[config.mk]
export PLATFORM = sky130hd
export DESIGN_NAME = byte_unstriping_n
export DESIGN_NICKNAME = d
export VERILOG_FILES = /design/src/rtl/phy_pkg.sv /design/src/rtl/byte_unstriping_n_lane_fifo.sv /design/src/rtl/byte_unstriping_n.sv
export SDC_FILE = /design/constraint.sdc
export NUM_CORES = 1
export LEC_CHECK = 0
export ABC_AREA = 0
export CORE_MARGIN = 2
export CORE_UTILIZATION = 35
export CTS_BUF_LIST = sky130_fd_sc_hd__clkbuf_16
export DETAILED_ROUTE_END_ITERATION = 7
export PLACE_DENSITY = 0.54
export REMOVE_ABC_BUFFERS = 1
export SETUP_SLACK_MARGIN = 0.02
export SKIP_CTS_REPAIR_TIMING = 1
export SLEW_MARGIN = 40
export SYNTH_ARGS = -nofsm -noshare
export SYNTH_HDL_FRONTEND = slang
export SYNTH_SLANG_ARGS = --single-unit
[constraint.sdc]
create_clock -name clk_f -period 5.25 [get_ports clk_f]
set_clock_uncertainty 0.05 [all_clocks]
set_input_delay 1.05 -clock clk_f [delete_from_list [all_inputs] [get_ports clk_f]]
set_output_delay 1.05 -clock clk_f [all_outputs]
set_load 0.02 [all_outputs]
[src/rtl/phy_pkg.sv]
// Shared PHY receive-path types and constants: unstriper state encoding,
// default lane geometry and the error-counter width with its saturating adder.
package phy_pkg;

  typedef enum logic {
    SYNC = 1'b0,
    RUN  = 1'b1
  } unstripe_state_t;

  localparam int PHY_DATA_W    = 32;
  localparam int PHY_NUM_LANES = 2;
  localparam int ERR_CNT_W     = 16;

  // Adds b to a and clamps at all-ones instead of wrapping.
  function automatic logic [ERR_CNT_W-1:0] sat_add(
    input logic [ERR_CNT_W-1:0] a,
    input logic [ERR_CNT_W-1:0] b
  );
    logic [ERR_CNT_W:0] sum;
    sum = {1'b0, a} + {1'b0, b};
    return sum[ERR_CNT_W] ? {ERR_CNT_W{1'b1}} : sum[ERR_CNT_W-1:0];
  endfunction

endpackage

[src/rtl/byte_unstriping_n_lane_fifo.sv]
// Per-lane skew FIFO with a read-ahead head word (dout is valid whenever empty=0).
// A push into a full FIFO is accepted only when a pop retires the head on the same edge.
module lane_fifo #(
  parameter int DATA_W     = 32,
  parameter int FIFO_DEPTH = 4
) (
  input  logic              clk_f,
  input  logic              reset,
  input  logic              push,
  input  logic              pop,
  input  logic              flush,
  input  logic [DATA_W-1:0] din,
  output logic [DATA_W-1:0] dout,
  output logic              empty,
  output logic              full
);

  localparam int AW = $clog2(FIFO_DEPTH);

  logic [DATA_W-1:0] mem [FIFO_DEPTH];
  logic [AW:0]       wr_ptr_reg;
  logic [AW:0]       rd_ptr_reg;
  logic              do_push;
  logic              do_pop;

  // Pointers carry one extra wrap bit so full and empty are distinguishable.
  assign empty   = (wr_ptr_reg == rd_ptr_reg);
  assign full    = (wr_ptr_reg[AW] != rd_ptr_reg[AW]) &&
                   (wr_ptr_reg[AW-1:0] == rd_ptr_reg[AW-1:0]);
  assign do_pop  = pop & ~empty;
  assign do_push = push & (~full | do_pop);
  assign dout    = mem[rd_ptr_reg[AW-1:0]];

  always_ff @(posedge clk_f) begin
    if (reset || flush) begin
      wr_ptr_reg <= '0;
      rd_ptr_reg <= '0;
    end else begin
      if (do_push) wr_ptr_reg <= wr_ptr_reg + 1'b1;
      if (do_pop)  rd_ptr_reg <= rd_ptr_reg + 1'b1;
    end
  end

  always_ff @(posedge clk_f) begin
    if (do_push) mem[wr_ptr_reg[AW-1:0]] <= din;
  end

endmodule

[src/rtl/byte_unstriping_n.sv]
// N-lane unstriper: per-lane skew FIFOs re-serialised in lane order 0..N-1 onto
// one valid/ready stream. Optional err_count output under `UNSTRIPE_ERR_CNT_EN.
module byte_unstriping_n
  import phy_pkg::*;
#(
  parameter int NUM_LANES  = PHY_NUM_LANES,
  parameter int DATA_W     = PHY_DATA_W,
  parameter int FIFO_DEPTH = 4
) (
  input  logic                        clk_f,
  input  logic                        reset,
  input  logic [NUM_LANES-1:0]        valid_in,
  input  logic [NUM_LANES*DATA_W-1:0] lane_in,
  output logic [DATA_W-1:0]           data_out,
  output logic                        valid_out,
  input  logic                        out_ready,
  output logic [NUM_LANES-1:0]        lane_overflow,
  output logic                        align_err
`ifdef UNSTRIPE_ERR_CNT_EN
  ,
  output logic [ERR_CNT_W-1:0]        err_count
`endif
);

  localparam int LANE_W = $clog2(NUM_LANES);
  localparam logic [LANE_W-1:0] LAST_LANE = LANE_W'(NUM_LANES - 1);

  unstripe_state_t    state_reg, state_next;
  logic [LANE_W-1:0]  next_lane_reg, next_lane_next;
  logic [DATA_W-1:0]  data_reg, data_next;
  logic               valid_reg, valid_next;
  logic               align_reg, align_next;
  logic [NUM_LANES-1:0] overflow_reg;

  logic [NUM_LANES-1:0] fifo_push;
  logic [NUM_LANES-1:0] fifo_pop;
  logic [NUM_LANES-1:0] fifo_empty;
  logic [NUM_LANES-1:0] fifo_full;
  logic [NUM_LANES-1:0] drop;
  logic [DATA_W-1:0]    fifo_dout [NUM_LANES];

  logic              pop_any;
  logic              flush;
  logic              head_empty;
  logic              other_full;
  logic              all_empty;
  logic [DATA_W-1:0] head;

  genvar gi;
  generate
    for (gi = 0; gi < NUM_LANES; gi++) begin : g_lane
      assign fifo_pop[gi]  = pop_any && (next_lane_reg == LANE_W'(gi));
      assign fifo_push[gi] = valid_in[gi] & ~flush;
      // A flushed word is discarded silently; only a genuine full-FIFO loss counts.
      assign drop[gi]      = valid_in[gi] & ~flush & fifo_full[gi] & ~fifo_pop[gi];

      lane_fifo #(
        .DATA_W     (DATA_W),
        .FIFO_DEPTH (FIFO_DEPTH)
      ) u_fifo (
        .clk_f (clk_f),
        .reset (reset),
        .push  (fifo_push[gi]),
        .pop   (fifo_pop[gi]),
        .flush (flush),
        .din   (lane_in[gi*DATA_W +: DATA_W]),
        .dout  (fifo_dout[gi]),
        .empty (fifo_empty[gi]),
        .full  (fifo_full[gi])
      );
    end
  endgenerate

  assign all_empty = &fifo_empty;

  always_comb begin
    head       = '0;
    head_empty = 1'b1;
    other_full = 1'b0;
    for (int i = 0; i < NUM_LANES; i++) begin
      if (next_lane_reg == LANE_W'(i)) begin
        head       = fifo_dout[i];
        head_empty = fifo_empty[i];
      end else if (fifo_full[i]) begin
        other_full = 1'b1;
      end
    end
  end

  always_comb begin
    state_next     = state_reg;
    next_lane_next = next_lane_reg;
    data_next      = data_reg;
    valid_next     = valid_reg;
    align_next     = 1'b0;
    pop_any        = 1'b0;
    flush          = 1'b0;

    case (state_reg)
      SYNC: begin
        // next_lane is always 0 here, so head is FIFO 0.
        pop_any = ~head_empty & (~valid_reg | out_ready);
        if (pop_any) state_next = RUN;
      end
      RUN: begin
        if ((next_lane_reg == '0) && all_empty) begin
          state_next = SYNC;
        end else if (head_empty && other_full) begin
          flush          = 1'b1;
          align_next     = 1'b1;
          next_lane_next = '0;
          state_next     = SYNC;
        end else begin
          pop_any = ~head_empty & (~valid_reg | out_ready);
        end
      end
      default: state_next = SYNC;
    endcase

    // The registered output word survives a flush until it is accepted.
    if (pop_any) begin
      data_next      = head;
      valid_next     = 1'b1;
      next_lane_next = (next_lane_reg == LAST_LANE) ? '0 : next_lane_reg + 1'b1;
    end else if (out_ready) begin
      data_next  = '0;
      valid_next = 1'b0;
    end
  end

  always_ff @(posedge clk_f) begin
    if (reset) begin
      state_reg     <= SYNC;
      next_lane_reg <= '0;
      data_reg      <= '0;
      valid_reg     <= 1'b0;
      align_reg     <= 1'b0;
      overflow_reg  <= '0;
    end else begin
      state_reg     <= state_next;
      next_lane_reg <= next_lane_next;
      data_reg      <= data_next;
      valid_reg     <= valid_next;
      align_reg     <= align_next;
      overflow_reg  <= overflow_reg | drop;
    end
  end

  assign data_out      = data_reg;
  assign valid_out     = valid_reg;
  assign align_err     = align_reg;
  assign lane_overflow = overflow_reg;

`ifdef UNSTRIPE_ERR_CNT_EN
  logic [ERR_CNT_W-1:0] err_count_reg;
  logic [ERR_CNT_W-1:0] err_inc;

  // Several lanes may drop on the same edge, so the increment is a population count.
  assign err_inc = ERR_CNT_W'($countones(drop)) + {{(ERR_CNT_W-1){1'b0}}, align_next};

  always_ff @(posedge clk_f) begin
    if (reset) begin
      err_count_reg <= '0;
    end else begin
      err_count_reg <= sat_add(err_count_reg, err_inc);
    end
  end

  assign err_count = err_count_reg;
`endif

endmodule
After elaboration in Yosys (flattened, before gate mapping):

Memories as Yosys holds them, arrays and structs flattened. A register that Yosys moved wholly into a read port is not among the register bits.
Cells that the tools add are included.
W data, S select, Z words.

* equal/unequal tests: 7
* bitwise logic cells: 26
* reduce and logical (&&, ||, !) cells: 12
* add/subtract/negate cells: 5
* muxes and demuxes: 33

Operator list (count)
* $mux W32: 3
* $mux W1: 24
* $add A3 B1 Y3 const B: 4
* $and A1 B1 Y1: 11
* $not A1 Y1: 11
* $mux W2: 4
* $eq A3 B3 Y1: 2
* $logic_and A1 B1 Y1: 6
* $reduce_bool A2 Y1: 3
* $eq A2 B2 Y1: 2
* $pmux W1 S2: 2
* $or A1 B1 Y1: 3
* $reduce_and A3 Y1: 1
* $ne A1 B1 Y1: 2
* $ne A2 B2 Y1 const B: 1
* $or A2 B2 Y2: 1
* $reduce_and A2 Y1: 1
* $add A1 B1 Y1 const B: 1
* $logic_or A1 B1 Y1: 1

* memories kept: 2
* input port bits: 69
* output and inout bits: 36
* logic and storage cells: 95
* register bits after elaboration: 50
* RAM bits: 256

Memory list
* g_lane[0].u_fifo.mem: depth 4, width 32, read ports 1, clocked after Yosys merged registers in 1, wr ports 1, line byte_unstriping_n_lane_fifo.sv:20 `logic [DATA_W-1:0] mem [FIFO_DEPTH];`
* g_lane[1].u_fifo.mem: depth 4, width 32, read ports 1, clocked after Yosys merged registers in 1, wr ports 1, line byte_unstriping_n_lane_fifo.sv:20

Logic depth before layout (Yosys ltp):

* word-level depth: 16
* mapped depth: 7
* mapped depth without buffers: 5

Cells and area by module:

Synthesis repeated with hierarchy kept, for this count alone.

* cell total of the unflattened synthesis: 699
* area total of the unflattened synthesis: 12210.5 um^2

By module, submodules not included
* lane_fifo: seq. area each 4003.8 um^2, times used 2, cells an instance 222, area an instance 5084.9 um^2
* byte_unstriping_n: seq. area each 760.7 um^2, times used 1, cells an instance 255, area an instance 2040.7 um^2

Worst setup path before layout:

OpenSTA, ideal clock, no wires.

* kind: input-to-reg
* start: input out_ready
* end: memory g_lane[1].u_fifo.mem[3][0] (enable)
* setup slack: 1669 ps
* buffers on the path: 0
* arrival time: 3107 ps
* setup time: 425 ps
* stages on the path: 4
* data required time: 4775 ps
* path through: nor2b_1 > nor2_1 > o311ai_0 > nor2b_1

* longest elaborated chain between the ends: 11

Ends and longest elaborated chain
* start, declared: line byte_unstriping_n.sv:16 `input logic out_ready,`
* $or A1 B1 Y1 (*): line byte_unstriping_n.sv:102, byte_unstriping_n.sv:114
* $and A1 B1 Y1 (*): line byte_unstriping_n.sv:102, byte_unstriping_n.sv:114
* $mux W1: line byte_unstriping_n.sv:108 `end else if (head_empty && other_full) begin`
* $mux W1: line byte_unstriping_n.sv:106 `if ((next_lane_reg == '0) && all_empty) begin`
* $pmux W1 S2 (*): line byte_unstriping_n.sv:99 `case (state_reg)`
* $logic_and A1 B1 Y1 (*): line byte_unstriping_n.sv:52 `assign fifo_pop[gi] = pop_any && (next_lane_reg == LANE_W'(gi));`
* $and A1 B1 Y1 (*): line byte_unstriping_n_lane_fifo.sv:30 `assign do_pop = pop & ~empty;`
* $or A1 B1 Y1 (*): line byte_unstriping_n_lane_fifo.sv:31 `assign do_push = push & (~full | do_pop);`
* $and A1 B1 Y1 (*): line byte_unstriping_n_lane_fifo.sv:31
* $mux W1 (*): line byte_unstriping_n_lane_fifo.sv:45 `if (do_push) mem[wr_ptr_reg[AW-1:0]] <= din;`
* $mux W1 (implied by the code) (*): line byte_unstriping_n_lane_fifo.sv:45
* end, declared: line byte_unstriping_n_lane_fifo.sv:20

Every way passes the cells marked *; elsewhere a longest branch is shown, timed or not.

Worst setup path in the final report:

* start: input out_ready
* end: memory g_lane[0].u_fifo.mem[1][0] (enable)

* longest elaborated chain between the ends: 11

Ends and longest elaborated chain (line)
* $or A1 B1 Y1 (*): byte_unstriping_n.sv:102, byte_unstriping_n.sv:114
* $and A1 B1 Y1 (*): byte_unstriping_n.sv:102, byte_unstriping_n.sv:114
* $mux W1: byte_unstriping_n.sv:108
* $mux W1: byte_unstriping_n.sv:106
* $pmux W1 S2 (*): byte_unstriping_n.sv:99
* $logic_and A1 B1 Y1 (*): byte_unstriping_n.sv:52
* $and A1 B1 Y1 (*): byte_unstriping_n_lane_fifo.sv:30
* $or A1 B1 Y1 (*): byte_unstriping_n_lane_fifo.sv:31
* $and A1 B1 Y1 (*): byte_unstriping_n_lane_fifo.sv:31
* $mux W1 (*): byte_unstriping_n_lane_fifo.sv:45
* $mux W1 (implied by the code) (*): byte_unstriping_n_lane_fifo.sv:45
* end, declared: byte_unstriping_n_lane_fifo.sv:20

Marks and branches as above.

==> summary.txt <==
Outcome
  – Status: completed

Timing
  – Final Setup Violations: 0
  – Period utilization: 56.8%
  – Worst slew margin: 50.8%
  – Post-layout min period: 2.98 ns
  – RSZ-0062 raised after global routing: no
  – Post-route setup slack: 2.27 ns
  – Max Clock Freq: 0.335 GHz
  – Fin. Hold Viols: 0
  – Setup TNS: 0 ns
  – Final Max Slew Viols: 0
  – Slew @ Worst Pin: 0.737 ns

Synthesis
  – Synth top area share: 65.1%
  – Synth cell count leaders: 256 x edfxtp_1, 64 x mux4_2, 55 x nor2_1
  – Register area share after synthesis: 74.3%
  – Top post-synthesis cells by area: edfxtp_1 65%, mux4_2 12%, dfxtp_1 9.2%
  – Leading register cell type out of synthesis: edfxtp_1
  – EDFF count, synth: 256
  – Mean area per synthesized cell: 18.5 um^2
  – Seq cells post-synth: 310
  – Asr flop ratio synth: 0%
  – Post-Synthesis Cells: 637
  – Yosys Warn Count: 0
  – Synth area leader: edfxtp_1
  – Cell Area, Synth: 11800 um^2
  – Most frequent cell after synthesis: edfxtp_1
  – Post-synth cell types: 32

Global route
  – Met2 Track Usage GR: 24.5%
  – Busiest layer in global routing: met2
  – Met3 Usage GRT: 2.41%
  – First-pass GRT wire length: 40000 um
  – Vias in the first global route: 6461
  – GR Util met1: 20.9%
  – Largest net degree at the start of global routing: 39
  – Tot GR Track Use: 14.9%
  – GRT overflow: 0
  – Initial antenna violation count: 0

Min path
  – Hold_sp: lane_overflow[0]
  – Worst Hold Class: reg2reg

Final layout
  – N_diodes: 0
  – Number of fill cells: 3010
  – Max FFs per register: 256
  – Share of layout cells above drive strength 1: 17.9%
  – Area Growth Syn to Fin: 22.3%
  – Nets: 828

Worst setup path
  – CP max stage delay: 0.52 ns
  – Crit Path Max Fanout: 32
  – Crit path from: out_ready
  – CP max-delay cell: o31ai_1
  – Largest delay share family, worst path: simple AND/OR/NAND/NOR gates
  – Startpoint Class: input port
  – Req. time, crit path: 5.44 ns
  – Critical Path, Cell by Cell: clkdlybuf4s50_1 > nor2b_1 > nor2_1 > o31ai_1 > nor2b_1 > and2_4
  – Crit Path Category: in2reg
  – Crit end category: register
  – Critical Path Most Common Cell: nor2b_1
  – FF-to-FF Start: g_lane[1].u_fifo.rd_ptr_reg[2]
  – CP arrival: 3.17 ns
  – Worst path bufs/invs: 1

Route
  – Post-DRT Antenna Nets: 0
  – Initial drt markers: 414
  – Routed vias/inst: 4.99
  – WL final: 26100 um
  – Vias: 6091
  – TritonRoute pass-1 iters: 6
  – Routed len/inst: 21.4 um
  – # DRC: 0

CTS
  – Clk slew on worst S/H paths: 0.06 ns
  – Num CTS Buffers: 31
  – Max Root-Sink Buffers: 3
  – CTS root buffer: clkbuf_16
  – Sink Count: 310
  – TritonCTS clock tree: yes
  – Htree depth: 1
  – Clk_lat worst skew: 0.55 ns

Flow run
  – Max Cap Viol: 0

Die
  – Core Rows: 67
  – Die area: 35200 um^2
  – Top Ports: 105
  – Core ar.: 33400 um^2
  – Die H: 188 um
  – Die W: 188 um
  – Starting Density: 35.4%

Power and ir drop
  – Max IR drop VDD: 286 uV
  – Pleak: 4.62 nW
  – Pwr Total: 0.00684 W
  – P per Cell Area: 474 nW/um^2

Place
  – Placer Congestion: 0.784
  – I/O Buffers: 104
  – DP Worst Slack: 1.63 ns
  – Post-DP HPWL: 16700 um
## power by group
| group | switching, W | internal, W | total (W) |
|---|---|---|---|
| clock network | 0.000897 | 0.00131 | 0.00221 |
| logic | 0.000853 | 0.000702 | 0.00155 |
| registers | 0.000161 | 0.00291 | 0.00307 |
## area by class of cell
cell class	instances	area, um^2	area share [%]
Sequential cell	310	8780	60.8
Multi-Input combinational cell	283	2890	20.0
Timing Repair Buffer	114	1160	8.01
Clock buffer	31	776	5.37
Tap cell	448	561	3.88
Clock inverter	26	245	1.70
Inverter	9	33.8	0.234
## through the flow
stage	hold WS, ns	util (%)	instances	cell area (um^2)
2_1_floorplan	0.446	-	602	11600
3_3_place_gp	0.410	39.9	1160	13300
3_5_place_dp	0.416	40.2	1164	13400
4_1_cts	0.431	43.3	1221	14400
5_1_grt	0.469	43.3	1221	14400
6_report	0.422	43.3	1221	14400
## placed cells by master, fill, tap and decap left out, types with 3 or more instances in the layout
cell type	netlist	routed
ha_1	10	10
buf_8	0	3
a311oi_1	32	32
mux4_2	64	64
clkinv_1	0	4
clkinv_2	0	10
clkbuf_16	0	31
nand2b_1	33	33
bufinv_16	0	5
mux2i_1	4	4
nand2_1	3	3
inv_1	9	15
nor2b_1	5	3
nor2_1	55	54
and2_4	0	6
buf_4	0	7
edfxtp_1	256	256
clkdlybuf4s50_1	0	103
xor2_1	5	5
nand3_1	33	33
dfxtp_1	54	50
a21oi_1	5	5
xnor2_1	9	9
## cell families (layout without fill, tap and decap cells)
| family | after synthesis | count (layout) | share of synthesized area [%] |
|---|---|---|---|
| XOR/XNOR | 15 | 15 | 1.18 |
| AND/OR/NAND/NOR | 143 | 143 | 6.01 |
| AO/OA/AOI/OAI | 47 | 47 | 3.33 |
| buffers and inverters | 44 | 180 | 1.56 |
| adder cells (fa/ha/maj) | 10 | 10 | 1.06 |
| multiplexers | 68 | 68 | 12.6 |
| flip-flops | 310 | 310 | 74.3 |
## worst min-delay path, stage by stage, from the launching register on
cell	delay, ns
dfxtp_1	0.33
a31oi_1	0.04
nor2_1	0.07
## worst paths after layout
path                                      to  slack, ns  depth (start not counted)
setup / recovery  g_lane[0].u_fifo.mem[1][0]       2.27                          6
hold / removal              lane_overflow[0]       0.42                          2
setup reg to reg  g_lane[0].u_fifo.mem[1][0]       2.72                          5
hold reg to reg             lane_overflow[0]       0.42                          2
## metal layers
metal | vias to the layer above | wire [um]
met4 | 0 | 547
met2 | 171 | 12500
met1 | 3122 | 11900
met3 | 39 | 1230
li1 | 2759 | -
met5 | - | 0
Power figures use the tool's default switching activity.
